## src/rtl/jtag_pkg.sv

```systemverilog
// Shared JTAG definitions: IEEE 1149.1 TAP state encodings, IR width and the
// TAP next-state function used by both the state register and the pulse decode.
package jtag_pkg;

    localparam int IR_WIDTH = 4;

    typedef enum logic [3:0] {
        EX2_DR = 4'h0,
        EX1_DR = 4'h1,
        SH_DR  = 4'h2,
        PA_DR  = 4'h3,
        SEL_IR = 4'h4,
        UPD_DR = 4'h5,
        CAP_DR = 4'h6,
        SEL_DR = 4'h7,
        EX2_IR = 4'h8,
        EX1_IR = 4'h9,
        SH_IR  = 4'hA,
        PA_IR  = 4'hB,
        RTI    = 4'hC,
        UPD_IR = 4'hD,
        CAP_IR = 4'hE,
        TLR    = 4'hF
    } tap_state_t;

    function automatic tap_state_t tap_next(input tap_state_t s, input logic tms);
        tap_state_t n;
        n = TLR;
        case (s)
            TLR:    n = tms ? TLR    : RTI;
            RTI:    n = tms ? SEL_DR : RTI;
            SEL_DR: n = tms ? SEL_IR : CAP_DR;
            CAP_DR: n = tms ? EX1_DR : SH_DR;
            SH_DR:  n = tms ? EX1_DR : SH_DR;
            EX1_DR: n = tms ? UPD_DR : PA_DR;
            PA_DR:  n = tms ? EX2_DR : PA_DR;
            EX2_DR: n = tms ? UPD_DR : SH_DR;
            UPD_DR: n = tms ? SEL_DR : RTI;
            SEL_IR: n = tms ? TLR    : CAP_IR;
            CAP_IR: n = tms ? EX1_IR : SH_IR;
            SH_IR:  n = tms ? EX1_IR : SH_IR;
            EX1_IR: n = tms ? UPD_IR : PA_IR;
            PA_IR:  n = tms ? EX2_IR : PA_IR;
            EX2_IR: n = tms ? UPD_IR : SH_IR;
            UPD_IR: n = tms ? SEL_DR : RTI;
            default: n = TLR;
        endcase
        return n;
    endfunction

    // The IR column of the TAP diagram, SEL_IR through UPD_IR.
    function automatic logic is_ir_side(input tap_state_t s);
        return (s == SEL_IR) || (s == CAP_IR) || (s == SH_IR) || (s == EX1_IR) ||
               (s == PA_IR)  || (s == EX2_IR) || (s == UPD_IR);
    endfunction

endpackage

```

## src/rtl/jtag_tap_fsm.sv

```systemverilog
// TAP state register; advances one 1149.1 transition per qualified TCK strobe.
// state_next is exported so the parent can register update pulses on entry.
module jtag_tap_fsm
    import jtag_pkg::*;
(
    input  logic       ICLK,
    input  logic       reset,
    input  logic       adv,
    input  logic       tms,
    output logic [3:0] state,
    output logic [3:0] state_next
);

    tap_state_t state_reg;
    tap_state_t next_calc;

    assign next_calc = tap_next(state_reg, tms);

    always_ff @(posedge ICLK or negedge reset) begin
        if (!reset) begin
            state_reg <= TLR;
        end else if (adv) begin
            state_reg <= next_calc;
        end
    end

    assign state      = state_reg;
    assign state_next = adv ? next_calc : state_reg;

endmodule

```

## src/rtl/jtag_tap_ctrl.sv

```systemverilog
// JTAG TAP controller: output decode, cell strobes and registered update pulses.
// Define JTAG_TAP_IDLE_CNT_EN to add the 16-bit saturating RTI strobe counter idle_cnt.
module jtag_tap_ctrl
    import jtag_pkg::*;
(
    input  logic        ICLK,
    input  logic        reset,
    input  logic        tck_en,
    input  logic        tms,
    output logic        shift_ir,
    output logic        clk_ir,
    output logic        update_ir,
    output logic        shift_dr,
    output logic        clk_dr,
    output logic        update_dr,
    output logic        tlr,
    output logic        tdo_en,
    output logic        tdo_sel,
    output logic [3:0]  tap_state
`ifdef JTAG_TAP_IDLE_CNT_EN
    ,
    output logic [15:0] idle_cnt
`endif
);

    logic       armed_reg;
    logic       adv;
    logic [3:0] state_bits;
    logic [3:0] next_bits;
    tap_state_t state;
    tap_state_t state_next;
    logic       update_ir_reg;
    logic       update_dr_reg;

    // The first cycle after reset release is a settling cycle: strobes are ignored.
    always_ff @(posedge ICLK or negedge reset) begin
        if (!reset) begin
            armed_reg <= 1'b0;
        end else begin
            armed_reg <= 1'b1;
        end
    end

    assign adv = tck_en & armed_reg;

    jtag_tap_fsm u_fsm (
        .ICLK       (ICLK),
        .reset      (reset),
        .adv        (adv),
        .tms        (tms),
        .state      (state_bits),
        .state_next (next_bits)
    );

    assign state      = tap_state_t'(state_bits);
    assign state_next = tap_state_t'(next_bits);

    // High exactly in the first cycle spent in UPD_x; never re-fires while parked there.
    always_ff @(posedge ICLK or negedge reset) begin
        if (!reset) begin
            update_ir_reg <= 1'b0;
            update_dr_reg <= 1'b0;
        end else begin
            update_ir_reg <= adv && (state_next == UPD_IR);
            update_dr_reg <= adv && (state_next == UPD_DR);
        end
    end

    // Cell strobes fire on the edge that leaves CAP/SH so the cell samples the
    // mux selection of the state being left.
    assign shift_ir  = (state == SH_IR);
    assign shift_dr  = (state == SH_DR);
    assign clk_ir    = adv && ((state == CAP_IR) || (state == SH_IR));
    assign clk_dr    = adv && ((state == CAP_DR) || (state == SH_DR));
    assign update_ir = update_ir_reg;
    assign update_dr = update_dr_reg;
    assign tlr       = (state == TLR);
    assign tdo_en    = shift_ir || shift_dr;
    assign tdo_sel   = is_ir_side(state);
    assign tap_state = state_bits;

`ifdef JTAG_TAP_IDLE_CNT_EN
    logic [15:0] idle_cnt_reg;

    always_ff @(posedge ICLK or negedge reset) begin
        if (!reset) begin
            idle_cnt_reg <= 16'h0000;
        end else if (adv) begin
            if (state == RTI) begin
                if (idle_cnt_reg != 16'hFFFF) begin
                    idle_cnt_reg <= idle_cnt_reg + 16'h0001;
                end
            end else if (state_next == RTI) begin
                idle_cnt_reg <= 16'h0000;
            end
        end
    end

    assign idle_cnt = idle_cnt_reg;
`endif

endmodule

```

## config.mk

```make
export PLATFORM = sky130hd
export DESIGN_NAME = jtag_tap_ctrl
export DESIGN_NICKNAME = d
export VERILOG_FILES = /design/src/rtl/jtag_pkg.sv /design/src/rtl/jtag_tap_fsm.sv /design/src/rtl/jtag_tap_ctrl.sv
export SDC_FILE = /design/constraint.sdc
export NUM_CORES = 1
export LEC_CHECK = 0
export CAP_MARGIN = 10
export CELL_PAD_IN_SITES_DETAIL_PLACEMENT = 1
export CELL_PAD_IN_SITES_GLOBAL_PLACEMENT = 1
export CORE_ASPECT_RATIO = 1.1
export CORE_MARGIN = 2
export CORE_UTILIZATION = 25
export CTS_BUF_LIST = sky130_fd_sc_hd__clkbuf_16
export CTS_CLUSTER_SIZE = 25
export DETAILED_ROUTE_END_ITERATION = 6
export PLACE_DENSITY = 0.69
export SETUP_SLACK_MARGIN = 0.15
export SLEW_MARGIN = 20
export SYNTH_ARGS = -nofsm -noshare
export SYNTH_HDL_FRONTEND = slang
export SYNTH_SLANG_ARGS = --single-unit
```

## constraint.sdc

```tcl
create_clock -name ICLK -period 1.6 [get_ports ICLK]
set_clock_uncertainty 0.1 [all_clocks]
set_input_delay 0.32 -clock ICLK [delete_from_list [all_inputs] [get_ports ICLK]]
set_output_delay 0.32 -clock ICLK [all_outputs]
set_load 0.03 [all_outputs]
```

# [Word level (Yosys, flattened, before mapping)]
# Index checks and enable logic that the tools add are counted.
[totals] regBits=7 inputBits=4 word_cells=53
[classes] n_eq_ne=17 mux=14 n_bitwise=1 reduce_logical=17
[op_table] operator="one-hot mux 4 bit (12 select lines)" n=1
[op_table] operator="equality test 4 bit, second input constant" n=9
[op_table] operator="equality test 4 x 3 -> 1 bit, second input constant" n=5
[op_table] operator="two-way mux 2 bit" n=6
[op_table] operator="two-way mux 3 bit" n=4
[op_table] operator="logical OR 1 bit" n=9
[op_table] operator="equality test 4 x 2 -> 1 bit, second input constant" n=2
[op_table] operator="two-way mux 4 bit" n=2
[op_table] operator="equality test 4 x 1 -> 1 bit, second input constant" n=1
[op_table] operator="logical AND 1 bit" n=4
[op_table] operator="zero test 4 bit" n=1
[op_table] operator="OR reduction 2 bit" n=2
[op_table] operator="OR reduction 3 bit" n=1
[op_table] operator="AND 1 bit" n=1
[op_table] operator="two-way mux 1 bit" n=1

# [Depth between registers and ports, before layout]
# Gate-level depths: netlist of the first run.
[depth] depth_word=7 ltp_mapped=4 depth_no_buf=3

# [Modules after synthesis]
# From an unflattened synthesis of the first run, not the netlist that was laid out.
[hier_totals] hier_cells=43 hier_area_um2=442.9
[modules_own_cells] module="jtag_tap_fsm" instances=1 cells_each=23 area_each_um2=256.5 seq_area_each_um2=105.1
[modules_own_cells] module="jtag_tap_ctrl" instances=1 cells_each=20 area_each_um2=186.4 seq_area_each_um2=75.1

# [Worst setup path before layout of the first run]
# Ideal clock, no wire load.
[synth_path] kind="register -> output" start="reg u_fsm.state_reg[1] (netlist: u_fsm.state[1])" end="out clk_dr" t_arrival_ns=1.837 path_slack_ns=-0.657 stages_incl_launch_ff=3 cell_sequence="dfstp_2 > buf_4 > nor4b_1"
[synth_between] elab_chain_cells=3
[synth_lines] element="start, declared" line="jtag_tap_fsm.sv:14" source="tap_state_t state_reg;"
[synth_lines] element="start signal, assigned" line="jtag_tap_fsm.sv:23" source="state_reg <= next_calc;"
[synth_lines] element="equality test 4 x 3 -> 1 bit or equality test 4 x 2 -> 1 bit (tied branches)" line="jtag_tap_ctrl.sv:74" source="assign clk_dr = adv && ((state == CAP_DR) || (state == SH_DR));"
[synth_lines] element="logical OR 1 bit *" line="jtag_tap_ctrl.sv:74"
[synth_lines] element="logical AND 1 bit *" line="jtag_tap_ctrl.sv:74"
[synth_lines] element="end, declared" line="jtag_tap_ctrl.sv:14" source="output logic clk_dr,"
# Every way passes the cells marked *; elsewhere a longest branch is shown, timed or not.

# [Final worst setup path of the first run]
# Same ends and word-level chain as after synthesis.

==> results of run 1 <==
-- cells by family (layout without fill, tap and decap cells) --
logic type | count (synthesis) | count (layout)
AOI/OAI and AO/OA | 18 | 18
buffers and inverters | 6 | 42
DFF | 7 | 7
other | 1 | 1
and+or+nand+nor | 15 | 15
-- per-stage QoR --
stage          hold slack [ns]  instance area, um2  utilization  TNS, ns
2_1_floorplan         -0.07559               504.2            -  -0.9779
3_3_place_gp            0.4983               694.4       0.3854  -0.3166
3_5_place_dp            0.5125               694.4       0.3854  -0.3344
4_1_cts                 0.2676               913.4       0.5069  -0.8205
5_1_grt                 0.2833               959.7       0.5326   -1.438
6_report                0.2521               959.7       0.5326  -0.9352
-- cells in the final DEF, fill, tap and decap left out, types with 2 or more instances in the layout --
cell type / synthesis / final
a21oi_2: 0 / 2
clkbuf_16: 0 / 3
buf_4: 2 / 16
nor3b_4: 1 / 2
dlygate4sd2_1: 0 / 3
o21ai_0: 3 / 2
a21oi_1: 6 / 4
and4_2: 0 / 2
dfrtp_1: 3 / 3
dfstp_2: 4 / 4
buf_6: 1 / 14
clkdlybuf4s50_1: 0 / 2
nand2_1: 2 / 2
inv_1: 1 / 2
-- cell type report --
cell class                 instances  area [um2]
clock buffer                       3       75.07
tap                               18       22.52
multi-input combinational         34       315.3
inverter                           1       3.754
clock inverter                     1       3.754
sequential                         7       180.2
fill                             201       842.1
timing repair buffer              37       359.1
-- metal layers --
| layer | global-route usage | routed length, um |
|---|---|---|
| met1 | 0.1857 | 622 |
| met2 | 0.2639 | 888 |
| met3 | 0.06960 | 71 |
| met4 | 0.07143 | 11 |
| met5 | 0 | 0 |
-- synthesized netlist by cell type, drive strengths merged --
cell type  n
a21oi      6
buf        5
dfstp      4
dfrtp      3
o21ai      3
a31oi      2
and2       2
and2b      2
and4       2
nand2      2
nor3b      2
a211oi     1
a21bo      1
a22oi      1
and3b      1
and4b      1
and4bb     1
conb       1
inv        1
nor2       1
nor4b      1
o211ai     1
o21a       1
o221ai     1
o2bb2ai    1
-- worst max-delay path, delay by kind of cell, from the launching register on --
kind	cells	cell delay, ns
AND/OR/NAND/NOR	1	0.25
flip-flops	1	0.55
buffers and inverters	2	0.31
-- report_power, final --
part	total [mW]	internal (mW)	switching [mW]
Clock	0.415	0.325	0.0905
Sequential	0.349	0.268	0.0813
Combinational	1.38	0.717	0.666
-- worst min path at each step --
stage	to	slack, ns
2_1_floorplan	armed_reg	-0.08
3_3_place_gp	armed_reg	0.50
3_5_place_dp	armed_reg	0.51
4_1_cts	update_ir	0.27
5_1_grt	update_ir	0.28
6_report	update_ir	0.25
-- repair_timing --
action,in CTS,in global routing
resized for setup,20,7
setup buffers,8,3
pin swaps,5,3
endpoints found under the setup margin,16,16
==> flow_metrics.env, run 1 <==
export IMPL_overflow=0
export IMPL_hp_class="in2async"
export IMPL_crit_type="reg2out"
export IMPL_crit_fanout=8
export IMPL_cts_made_buffers=3
export IMPL_dieHeight_um=50.04
export IMPL_max_stage_delay_ns=0.55
export IMPL_clock_sinks=7
export IMPL_cts_clk_slew_worst_paths_ns=0.04
export IMPL_r2r_start="u_fsm.state[1]"
export IMPL_cellPowerDensity_mw_per_mm2=2238
export IMPL_start_util=0.2674
export IMPL_leakage_nw=0.4503
export IMPL_rsz0062_at_grt="true"
export IMPL_crit_path_end="clk_dr"
export IMPL_core_region_area_mm2=0.001802
export IMPL_synthSimpleGateAreaFrac=0.2727
export IMPL_cts_root_buffer="clkbuf_16"
export IMPL_ir_worst_vdd_mv=1.222
export IMPL_rows=16
export IMPL_end_kind="primary output"
export IMPL_synth_area_leaders="dfstp_2, dfrtp_1, a21oi_1"
export IMPL_yosysWarnings=0
export IMPL_cts_tree="done"
export IMPL_ys_seq_area_frac=0.3740
export IMPL_dpl_hpwl_um=941.8
export IMPL_antennaDiodeCount=0
export IMPL_r2r_setup_slack_ns=-0.04
export IMPL_synth_mux_area_frac=0
export IMPL_r2r_end="u_fsm.state[0]"
export IMPL_drc=0
export IMPL_synth_area_um2=481.7
export IMPL_ant_nets=0
export IMPL_r2r_cells=7
export IMPL_dp_cells=86
export IMPL_largest_register_ffs=4
export IMPL_synthesis_instances=47
export IMPL_nets=88
export IMPL_die_w_um=45.86
export IMPL_htreeDepth=1
export IMPL_fin_ws_ns=-0.1605
export IMPL_setup_viol=11
export IMPL_drt_wl_total_um=1594
export IMPL_synth_top_family_by_area="simple AND/OR/NAND/NOR gates"
export IMPL_grt_pass1_vias=542
export IMPL_yosys_register_bits=7
export IMPL_syn_area_per_cell_um2=10.25
export IMPL_gp_congestion=0.7965
export IMPL_synth_compound_area_frac=0.2623
export IMPL_grt_antenna_before_repair=0
export IMPL_wl_per_cell_um=15.78
export IMPL_slew_viol_final=0
export IMPL_min_period_over_period=1.100
export IMPL_netlist_area_leader_share=0.2182
export IMPL_final_cells=101
export IMPL_io_pins=17
export IMPL_yosysUniqueCellTypes=29
export IMPL_worstSetupStartpoint="u_fsm.state[1]"
export IMPL_finalHoldViolations=0
export IMPL_grt_pass1_wl_um=2615
export IMPL_max_freq_ghz=0.5680
export IMPL_violations="negative setup slack"
export IMPL_worstPathCellList="buf_12 -> nor4b_4 -> buf_6"
export IMPL_port_buffers=16
export IMPL_drt_pre_antenna_iters=2
export IMPL_area_delta_synth_final_pct=99.22
export IMPL_p_total_mw=2.148
export IMPL_startpoint_type="register"
export IMPL_cap_violations=0
export IMPL_grt_max_degree=10
export IMPL_period_minus_slack_ns=1.760
export IMPL_drt_iter0_drc=2
export IMPL_synth_fa_ha_area_frac=0
export IMPL_drive_gt1_frac=0.6867
export IMPL_vias=512
export IMPL_synth_nets=51
export IMPL_cts_hold_buf=0
export IMPL_place_ws_ns=-0.1748
export IMPL_status="complete, but fails checks"
export IMPL_clk_latency_ns=0.23
export IMPL_synth_area_leader_cell="dfstp_2"
export IMPL_synth_xor_xnor_area_share=0
export IMPL_crit_required_ns=1.18
export IMPL_critPathSlowestCell="dfstp_2"
export IMPL_die_area_mm2=0.002295
export IMPL_gr_usage_all_layers=0.1654
export IMPL_routed_via_density=5.069
export IMPL_cts_path_max_buffers=2
export IMPL_worstPathArrival_ns=1.34
No activity file was read; power rests on OpenSTA's default activity.
==> inputs of run 2 (changes only) <==
--- a/config.mk
+++ b/config.mk
@@ -15,8 +15,9 @@
 export CTS_CLUSTER_SIZE = 25
 export DETAILED_ROUTE_END_ITERATION = 6
 export PLACE_DENSITY = 0.69
+export RECOVER_POWER = 100
 export SETUP_SLACK_MARGIN = 0.15
-export SLEW_MARGIN = 20
+export SLEW_MARGIN = 10
 export SYNTH_ARGS = -nofsm -noshare
 export SYNTH_HDL_FRONTEND = slang
 export SYNTH_SLANG_ARGS = --single-unit
==> run 2 against run 1 <==
Against the previous run: the flow still finishes with violations (negative setup slack); clock-buffer cell count unchanged; sequential power about the same; non-clock buffer count unchanged; register-to-register slack about the same; maximum frequency unchanged; clock power about the same; combinational power about the same; cell area unchanged; total power about the same; hold slack better by 0.070 ns; first-iteration DRC count unchanged; critical path type unchanged; critical endpoint unchanged; largest cell class unchanged; highest routed layer unchanged.
==> flow_metrics.env, run 2 (same netlist as run 1, synthesis figures left out) <==
export IMPL_final_common_cell="buf_4"
export IMPL_io_pins=17
export IMPL_p_total_mw=2.147
export IMPL_cts_tree="done"
export IMPL_routed_via_density=5.069
export IMPL_cellPowerDensity_mw_per_mm2=2237
export IMPL_crit_type="reg2out"
export IMPL_fin_setup_tns_ns=-0.9352
export IMPL_dieHeight_um=50.04
export IMPL_worstPathCellList="buf_12 -> nor4b_4 -> buf_6"
export IMPL_mostFrequentLayoutCells="buf_4, buf_6, a21oi_1, dfstp_2"
export IMPL_vias=512
export IMPL_violations="negative setup slack"
export IMPL_htreeDepth=1
export IMPL_combPwrFrac=0.644
export IMPL_critPathBufInv=2
export IMPL_grt_antenna_before_repair=0
export IMPL_p_int_mw=1.309
export IMPL_finalHoldViolations=0
export IMPL_grt_pass1_wl_um=2615
export IMPL_min_period_over_period=1.100
export IMPL_p_seq_frac=0.163
export IMPL_status="complete, but fails checks"
export IMPL_drive_gt1_frac=0.6867
export IMPL_max_freq_ghz=0.5680
export IMPL_area_delta_synth_final_pct=99.22
export IMPL_grt_max_degree=10
export IMPL_drt_wl_total_um=1593
export IMPL_startpoint_type="register"
export IMPL_core_region_area_mm2=0.001802
export IMPL_rsz0062_at_grt="true"
export IMPL_die_area_mm2=0.002295
export IMPL_critPathSlowestCell="dfstp_2"
export IMPL_ir_worst_vdd_mv=1.222
export IMPL_start_util=0.2674
export IMPL_wl_per_cell_um=15.77
export IMPL_largest_register_ffs=4
export IMPL_hp_class="in2async"
export IMPL_grt_pass1_vias=542
export IMPL_r2r_start="u_fsm.state[1]"
export IMPL_end_kind="primary output"
export IMPL_crit_required_ns=1.18
export IMPL_gr_usage_all_layers=0.1654
export IMPL_worstPathArrival_ns=1.34
export IMPL_nets=88
export IMPL_crit_fanout=8
export IMPL_cts_clk_slew_worst_paths_ns=0.04
export IMPL_crit_family="flip-flops"
export IMPL_swShare=0.3903
export IMPL_cts_made_buffers=3
export IMPL_drc=0
export IMPL_fin_ws_ns=-0.1605
export IMPL_antennaDiodeCount=0
export IMPL_clockPowerShare=0.193
export IMPL_cap_violations=0
export IMPL_utilization=0.5326
export IMPL_cts_root_buffer="clkbuf_16"
export IMPL_clk_latency_ns=0.23
export IMPL_setup_viol=11
export IMPL_drt_iter0_drc=2
export IMPL_ant_nets=0
export IMPL_max_stage_delay_ns=0.55
export IMPL_power_switching_mw=0.8382
export IMPL_period_minus_slack_ns=1.760
export IMPL_dpl_hpwl_um=941.8
export IMPL_rows=16
export IMPL_drt_pre_antenna_iters=2
export IMPL_worstSetupStartpoint="u_fsm.state[1]"
export IMPL_cts_hold_buf=0
export IMPL_gp_congestion=0.7965
export IMPL_die_w_um=45.86
export IMPL_slew_viol_final=0
export IMPL_overflow=0
export IMPL_cts_path_max_buffers=2
export IMPL_port_buffers=16
export IMPL_leakage_nw=0.4506
export IMPL_clock_sinks=7
run 2: cell count changes in the layout (fill, tap and decap cells not counted):
cell	delta
dlygate4sd3_1	+1
clkdlybuf4s50_1	-1
run 2: per-stage QoR:
stage               cells  setup slack, ns  instance area, um2  hold WS [ns]
detailed placement     86          -0.1748               694.4        0.5125
global placement       86          -0.1698               694.4        0.4983
CTS                    98          -0.1281               913.4        0.2676
global route          101          -0.1933               959.7        0.3535
floorplan              47          -0.2995               504.2      -0.07559
finish                101          -0.1605               959.7        0.3225
run 2: final timing paths:
kind | endpoint | slack [ns] | cells past startpoint
max | clk_dr | -0.16 | 3
min | update_ir | 0.32 | 1
max reg2reg | u_fsm.state[0] | -0.04 | 7
min reg2reg | u_fsm.state[1] | 0.61 | 3
max in group asynchronous | u_fsm.state[3] | 0.79 | 1
min in group ICLK | u_fsm.state[1] | 0.61 | 3
run 2: per-layer routing:
metal,track usage,up-vias,routed length (um)
met5,0,-,0
met4,0.07143,0,11
met3,0.06960,3,71
met2,0.2639,16,887
met1,0.1857,250,622
li1,-,243,-
run 2: worst reg2reg max path, cell delays in order (launching register included):
cell	delay, ns
dfstp_2	0.55
buf_12	0.13
buf_6	0.09
buf_6	0.08
buf_6	0.09
a21bo_1	0.20
a211oi_2	0.21
a21oi_1	0.11
run 2: repair_timing:
action / 4_1_cts / 5_1_grt
gates cloned: 0 / 0
pin swaps: 5 / 3
resized for setup: 20 / 7
setup buffers: 8 / 3
setup endpoints to repair: 16 / 16
run 2: layout make-up:
class	count	area, um2
multi-input combinational	34	315.3
tap	18	22.52
inverter	1	3.754
clock inverter	1	3.754
timing repair buffer	37	359.1
fill	201	842.1
clock buffer	3	75.07
sequential	7	180.2
run 2: power groups by stage:
stage                     Combinational, mW  Sequential (mW)  Clock, mW
after floorplan                       0.555            0.445          0
after global placement                0.927            0.357          0
after detailed placement              0.939            0.361          0
after CTS                              1.27            0.348      0.427
after global routing                   1.46            0.364      0.437
final                                  1.38            0.349      0.415
